<file path="src/rtl/decoder_2to4_stretch.sv">
`default_nettype none
// ============================================================================
// Module   : decoder_2to4_stretch
// Brief    : FIFO-buffered 2-to-4 decoder that stretches each one-hot pulse
//            to HOLD_CYCLES with GAP_CYCLES idle cycles between pulses.
// Revision : 1.0 - initial release
// ============================================================================
module decoder_2to4_stretch #(
  parameter int HOLD_CYCLES = 4,
  parameter int GAP_CYCLES  = 1,
  parameter int DEPTH       = 2
) (
  input  logic       clk,
  input  logic       rst,
  input  logic [1:0] in_code,
  input  logic       in_valid,
  output logic       in_ready,
  output logic [3:0] out,
  output logic       out_valid,
  output logic       busy,
  output logic [2:0] fifo_level
);

  localparam int              c_PW        = (DEPTH > 1) ? $clog2(DEPTH) : 1;
  localparam int              c_HOLD_EFF  = (HOLD_CYCLES < 1) ? 1 : HOLD_CYCLES;
  localparam logic [7:0]      c_HOLD_LOAD = 8'(c_HOLD_EFF - 1);
  localparam logic [7:0]      c_GAP_LOAD  = 8'((GAP_CYCLES < 1) ? 0 : GAP_CYCLES - 1);
  localparam logic [2:0]      c_DEPTH     = 3'(DEPTH);
  localparam logic [c_PW-1:0] c_PTR_LAST  = c_PW'(DEPTH - 1);

  typedef enum logic [1:0] {
    S_IDLE = 2'd0,
    S_HOLD = 2'd1,
    S_GAP  = 2'd2
  } state_t;

  state_t          r_state, w_state_nxt;
  logic [7:0]      r_cnt, w_cnt_nxt;
  logic [3:0]      r_out, w_out_nxt;
  logic            r_out_valid;
  logic [1:0]      r_mem [DEPTH];
  logic [c_PW-1:0] r_wptr, r_rptr;
  logic [2:0]      r_level;
  logic            w_push, w_pop, w_fifo_ne;
  logic [1:0]      w_head;

  function automatic logic [c_PW-1:0] ptr_inc(input logic [c_PW-1:0] p);
    return (p == c_PTR_LAST) ? '0 : p + 1'b1;
  endfunction

  // Ready comes from the registered level only, so a same-edge pop never frees a slot early.
  assign in_ready  = (r_level < c_DEPTH);
  assign w_push    = in_valid && in_ready;
  assign w_fifo_ne = (r_level != 3'd0);
  assign w_head    = r_mem[r_rptr];

  always_ff @(posedge clk) begin
    if (w_push) begin
      r_mem[r_wptr] <= in_code;
    end
  end

  always_ff @(posedge clk) begin
    if (rst) begin
      r_wptr  <= '0;
      r_rptr  <= '0;
      r_level <= 3'd0;
    end else begin
      if (w_push) r_wptr <= ptr_inc(r_wptr);
      if (w_pop)  r_rptr <= ptr_inc(r_rptr);
      case ({w_push, w_pop})
        2'b10:   r_level <= r_level + 3'd1;
        2'b01:   r_level <= r_level - 3'd1;
        default: r_level <= r_level;
      endcase
    end
  end

  always_comb begin
    w_state_nxt = r_state;
    w_cnt_nxt   = r_cnt;
    w_out_nxt   = r_out;
    w_pop       = 1'b0;
    case (r_state)
      S_IDLE: begin
        w_out_nxt = 4'b0000;
        if (w_fifo_ne) begin
          w_pop       = 1'b1;
          w_out_nxt   = 4'b0001 << w_head;
          w_cnt_nxt   = c_HOLD_LOAD;
          w_state_nxt = S_HOLD;
        end
      end
      S_HOLD: begin
        if (r_cnt != 8'd0) begin
          w_cnt_nxt = r_cnt - 8'd1;
        end else if (GAP_CYCLES == 0) begin
          // No gap: chain straight into the next queued code without a zero cycle.
          if (w_fifo_ne) begin
            w_pop     = 1'b1;
            w_out_nxt = 4'b0001 << w_head;
            w_cnt_nxt = c_HOLD_LOAD;
          end else begin
            w_out_nxt   = 4'b0000;
            w_state_nxt = S_IDLE;
          end
        end else begin
          w_out_nxt   = 4'b0000;
          w_cnt_nxt   = c_GAP_LOAD;
          w_state_nxt = S_GAP;
        end
      end
      S_GAP: begin
        w_out_nxt = 4'b0000;
        if (r_cnt != 8'd0) begin
          w_cnt_nxt = r_cnt - 8'd1;
        end else if (w_fifo_ne) begin
          w_pop       = 1'b1;
          w_out_nxt   = 4'b0001 << w_head;
          w_cnt_nxt   = c_HOLD_LOAD;
          w_state_nxt = S_HOLD;
        end else begin
          w_state_nxt = S_IDLE;
        end
      end
      default: begin
        w_out_nxt   = 4'b0000;
        w_cnt_nxt   = 8'd0;
        w_state_nxt = S_IDLE;
      end
    endcase
  end

  always_ff @(posedge clk) begin
    if (rst) begin
      r_state     <= S_IDLE;
      r_cnt       <= 8'd0;
      r_out       <= 4'b0000;
      r_out_valid <= 1'b0;
    end else begin
      r_state     <= w_state_nxt;
      r_cnt       <= w_cnt_nxt;
      r_out       <= w_out_nxt;
      r_out_valid <= (w_out_nxt != 4'b0000);
    end
  end

  assign out        = r_out;
  assign out_valid  = r_out_valid;
  assign fifo_level = r_level;
  assign busy       = (r_state != S_IDLE) || w_fifo_ne;

endmodule
`default_nettype wire

</file>
<file path="config.mk">
export PLATFORM = sky130hd
export DESIGN_NAME = decoder_2to4_stretch
export DESIGN_NICKNAME = d
export VERILOG_FILES = /design/src/rtl/decoder_2to4_stretch.sv
export SDC_FILE = /design/constraint.sdc
export NUM_CORES = 1
export LEC_CHECK = 0
export ABC_AREA = 1
export BUFFER_PORTS_ARGS = -buffer_cell sky130_fd_sc_hd__buf_2
export CORE_ASPECT_RATIO = 1.4
export CORE_MARGIN = 2
export CORE_UTILIZATION = 33
export CTS_CLUSTER_SIZE = 10
export DETAILED_ROUTE_END_ITERATION = 10
export SYNTH_ARGS = -nofsm -noshare
export SYNTH_HDL_FRONTEND = slang
export SYNTH_SLANG_ARGS = --single-unit
</file>
<file path="constraint.sdc">
create_clock -name clk -period 6.1 [get_ports clk]
set_clock_uncertainty 0.2 [all_clocks]
set_input_delay 0.915 -clock clk [delete_from_list [all_inputs] [get_ports clk]]
set_output_delay 0.915 -clock clk [all_outputs]
set_load 0.01 [all_outputs]
</file>
# Word level (Yosys, flattened, before mapping)
# Memories as Yosys holds them, arrays and structs flattened. A register that Yosys moved wholly into a read port is not among the register bits.
# Index checks and enable logic that the tools add are counted.
totals:
  register_bits: 20
  latch_bits: 0
  ram_bits: 4
  romBits: 0
  out_inout_bits: 10
  n_memories: 1
classes:
  addsub: 5
  mul: 0
  div: 0
  magnitude_cmp: 1
  eq_ne: 7
  shifts: 1
  n_mux: 23
  bitwise_logic: 0
  n_reduce_logical: 9
mem_list:
  columns: ["name", "words", "width", "rd", "rd_clocked_by_memory_dff", "write_ports", "line_no", "text"]
  rows:
  - ["r_mem", 2, 2, 1, 1, 1, "41", "logic [1:0] r_mem [DEPTH];"]
ops:
  columns: ["operator", "n"]
  rows:
  - ["8-bit 2-to-1 mux", 3]
  - ["8-bit case mux with 3 select lines", 1]
  - ["4-bit 2-to-1 mux", 3]
  - ["4-bit case mux with 3 select lines", 1]
  - ["1-bit 2-to-1 mux", 9]
  - ["8-bit nonzero test", 1]
  - ["8-bit by 1-bit subtractor with 8-bit output, second input constant", 1]
  - ["2-bit 2-to-1 mux", 3]
  - ["2-bit != test, second input constant", 3]
  - ["2-bit case mux with 3 select lines", 1]
  - ["3-bit case mux with 2 select lines", 1]
  - ["2-bit by 1-bit equality test with 1-bit output, second input constant", 2]
  - ["2-bit equality test, second input constant", 2]
  - ["2-bit nonzero test", 2]
  - ["4-bit nonzero test", 1]
  - ["1-bit by 2-bit << shifter with 4-bit output, first input constant", 1]
  - ["3-bit by 1-bit adder with 3-bit output, second input constant", 1]
  - ["3-bit by 2-bit < comparator with 1-bit output, second input constant", 1]
  - ["3-bit AND reduction", 1]
  - ["3-bit nonzero test", 1]
  - ["3-bit by 1-bit subtractor with 3-bit output, second input constant", 1]
  - ["1-bit adder, second input constant", 2]
  - ["2-bit zero test", 1]
  - ["1-bit case mux with 2 select lines", 1]
  - ["2 further kinds", 2]

# Longest topological paths before layout
logic_depth:
  word_depth: 6
  depth_mapped: 13

# Least setup slack after synthesis
# OpenSTA, ideal clock, no wires.
synth_path:
  path_kind: "register to register"
  start: "reg r_cnt[0]"
  end: "reg r_level[2] (netlist: fifo_level[2])"
  setup_ns: 0.122
  arrival_time_ns: 2.084
  required_time_ns: 5.778
  setup_slack_ns: 3.694
  stages_incl_launch_ff: 14
  n_path_buf: 0
  period_less_slack_ns: 2.406
  cell_sequence: "dfxtp_1 > inv_1 > ha_1 > nand2_4 > o21ai_4 > nand2_4 > nor2_8 > ha_1 > inv_1 > fa_1 > a21oi_1 > o21ai_0 > o21ai_0 > a21oi_1"
synth_via:
  elab_chain_len: 5
synth_lines:
  columns: ["item", "line_no", "text"]
  rows:
  - ["start: declaration", "38", "logic [7:0] r_cnt, w_cnt_nxt;"]
  - ["start signal: assignment", "142", "r_cnt <= w_cnt_nxt;"]
  - ["8-bit nonzero test (*)", "115", "if (r_cnt != 8'd0) begin"]
  - ["1-bit 2-to-1 mux (*)", "115", null]
  - ["1-bit case mux with 2 select lines (*)", "84", "case (r_state)"]
  - ["via w_pop", "44", "logic w_push, w_pop, w_fifo_ne;"]
  - ["2-bit by 1-bit equality test with 1-bit output or 2-bit equality test (tied branches)", "71", "case ({w_push, w_pop})"]
  - ["3-bit case mux with 2 select lines or 2-bit nonzero test (tied branches)", null, null]
  - ["end signal: assignment", "72", "2'b10: r_level <= r_level + 3'd1;"]
  - ["end signal: assignment", "73", "2'b01: r_level <= r_level - 3'd1;"]
  - ["end signal: assignment", "74", "default: r_level <= r_level;"]
  - ["end: declaration", "43", "logic [2:0] r_level;"]
# The timed path passes the listed nets; every way through them passes the cells marked *.
# A chain may end at the register's enable or synchronous reset.

# Worst setup path in the final report
layout_path:
  start: "reg r_state[1]"
  end: "out busy"
layout_via:
  elab_chain_len: 2
layout_lines:
  columns: ["item", "line_no", "text"]
  rows:
  - ["start: declaration", "37", "state_t r_state, w_state_nxt;"]
  - ["start signal: assignment", "141", "r_state <= w_state_nxt;"]
  - ["2-bit nonzero test", "151", "assign busy = (r_state != S_IDLE) || w_fifo_ne;"]
  - ["1-bit logical OR", "151", null]
  - ["end: declaration", "20", "output logic busy,"]
# No other way between the ends.

==> results.json <==
{
  "synthTopCellsByCount": "nand2_1 (28), nor2_1 (22), a21oi_1 (21), dfxtp_1 (21), inv_1 (15)",
  "crit_slowest_cell": "dfxtp_1",
  "cts_made_buffers": 3,
  "core_um2": 3680,
  "slew-limit-headroom": 0.749,
  "die_h_um": 77.4,
  "end_kind": "output pin",
  "cp.required_ns": 4.98,
  "portBuffers": 14,
  "hold_path_class": "flop to flop",
  "multi_input_area_um2": 647,
  "synth-edff-count": 4,
  "vias": 1057,
  "grt_max_degree": 16,
  "setup_viol": 0,
  "drive_above_1_share": 0.189,
  "syn_nets": 171,
  "rr_startpoint": "r_cnt[0]",
  "cp-start-kind": "flop",
  "start_util": 0.345,
  "seq_area_frac_synth": 0.426,
  "synth_ff_type": "dfxtp_1",
  "syn_avg_cell_area_um2": 7.78,
  "hold_viol": 0,
  "stdcell_area_um2": 1430,
  "cp_slowest_stage_delay_ns": 0.37,
  "grtUsageTotal": 0.122,
  "crit_type": "flop to output pin",
  "rsz0062_at_grt": "false",
  "die_area_um2": 4360,
  "status": "completed",
  "seqCellArea_um2": 541,
  "vias_per_cell": 4.76,
  "slew_violations": 0,
  "hold_path_depth": 1,
  "place_ws_ns": 3.53,
  "synth_top_area_frac": 0.331,
  "cts_tree": "built",
  "power_leakage_nw": 0.648,
  "antenna_left": 0,
  "cts-root-buf": "clkbuf_8",
  "clk_latency_ns": 0.27,
  "synth_top_area_cell": "dfxtp_1",
  "crit_start": "r_state[1]",
  "min_from": "r_rptr",
  "dpl.hpwl_um": 1880,
  "first_iter_violations": 30,
  "place_congestion": 0.829,
  "tns_ns": 0,
  "synth_cell_type_count": 29,
  "chipWidth_um": 56.4,
  "synth.cell_area_um2": 1270,
  "cts_htree_levels": 1,
  "p_seq_frac": 0.300,
  "p_switching_w": 0.000435,
  "combPwrFrac": 0.591,
  "overflow": 0,
  "p_int_w": 0.000459,
  "clock-sinks": 25,
  "grt_pass1_vias": 1017,
  "path_clk_slew_ns": 0.08,
  "power.density_nw_per_um2": 624,
  "cp_top_family": "simple AND/OR/NAND/NOR gates",
  "fin_crit_ns": 2.63,
  "yosysMostFrequentCell": "nand2_1",
  "routed_wirelength_um": 2380,
  "max_freq_mhz": 380,
  "switching_share": 0.486,
  "pwr-share-clk": 0.109,
  "antenna_found_initial": 0,
  "routedWlPerCell_um": 10.7,
  "synth-async-reset-ratio": 0,
  "ir_drop_uv": 316,
  "worstPathMaxFanout": 5,
  "worstMarginPinSlew_ns": 0.375,
  "path_depth": 5,
  "netlist_instances": 163,
  "rr_worst_depth": 13,
  "ys_top_cells_by_area": "dfxtp_1 (33%), edfxtp_1 (9.5%), a21oi_1 (8.3%), nand2_1 (8.3%), nor2_1 (6.5%)",
  "first_pass_iters": 4,
  "grt_pass1_wl_um": 4340,
  "cts_setup_buffers": 0,
  "place_area_um2": 1390,
  "insertedDiodeCount": 0,
  "area_growth_syn_to_layout_pct": 13.0,
  "ioPinCount": 15,
  "maxCapViolCount": 0,
  "drc": 0,
  "hold_buffers": 0,
  "crit_chain": "nor2_1 > inv_1 > nor2_1 > inv_1 > buf_2",
  "cp.arrival_ns": 1.52,
  "nNetsFinal": 189,
  "clockBufferDepth": 2,
  "ctsResizeCount": 0,
  "ys_warn_count": 0,
  "synth_seq_cells": 25,
  "crit_buf_inv": 3,
  "fill_cells": 403,
  "period_share": 0.432,
  "fin_ws_ns": 3.47,
  "rows": 26
}
[through the flow]
| step | power [W] | util | hold slack [ns] | cells |
|---|---|---|---|---|
| floorplan | 0.000692 | - | 0.254 | 163 |
| global placement | 0.000805 | 0.377 | 0.269 | 218 |
| detailed placement | 0.000808 | 0.377 | 0.276 | 218 |
| CTS | 0.000907 | 0.390 | 0.289 | 222 |
| global route | 0.00100 | 0.390 | 0.320 | 222 |
| finish | 0.000894 | 0.390 | 0.282 | 222 |
[layout make-up]
| cell class | count | area share |
|---|---|---|
| Sequential cell | 25 | 0.377 |
| Multi-Input combinational cell | 117 | 0.451 |
| Clock buffer | 3 | 0.0288 |
| Clock inverter | 1 | 0.00349 |
| Inverter | 20 | 0.0541 |
| Timing Repair Buffer | 14 | 0.0489 |
| Tap cell | 42 | 0.0366 |
[final timing paths]
kind	end	slack, ns
hold reg to reg	flop	0.28
hold / removal	flop	0.28
setup / recovery	busy	3.47
setup reg to reg	fifo_level[2]	3.53
[per-layer routing]
layer | routed length, µm | GRT usage
met5 | 0 | 0
met4 | 45 | 0.0500
met3 | 58 | 0.0150
met2 | 1220 | 0.222
met1 | 1050 | 0.142
[flip-flops by register name, indices dropped and copies added, names as in the netlist, named ones only]
name	flops
r_wptr	1
out_valid	1
r_cnt	8
r_mem	4
r_rptr	1
out	4
fifo_level	3
r_state	2
[power groups by stage]
stage	Sequential (W)	Combinational (W)	Clock [W]
floorplan	0.000272	0.000420	0
global placement	0.000272	0.000533	0
detailed placement	0.000272	0.000535	0
CTS	0.000269	0.000537	0.000101
global route	0.000276	0.000615	0.000109
finish	0.000268	0.000529	0.0000972
[layout by cell type, fill, tap and decap left out, types with 2 or more instances in the layout]
master,instances
nand2_1,28
nor2_1,22
a21oi_1,21
dfxtp_1,21
inv_1,15
buf_2,14
nand3_1,13
o21ai_0,6
inv_2,4
edfxtp_1,4
xor2_1,3
clkbuf_8,3
nor2_2,2
nor2_4,2
nand2_4,2
o21ai_2,2
o21ai_1,2
nand3b_1,2
ha_1,2
[logic make-up (layout without fill, tap and decap cells)]
logic type / count (synthesis) / in the layout / synth area share
flip-flops: 25 / 25 / 0.426
adder cells (fa/ha/maj): 3 / 3 / 0.0355
AND/OR/NAND/NOR: 74 / 74 / 0.284
AO/OA/AOI/OAI: 37 / 37 / 0.170
XOR/XNOR: 3 / 3 / 0.0207
buffers and inverters: 21 / 38 / 0.0641
No activity file was read; power rests on OpenSTA's default activity.
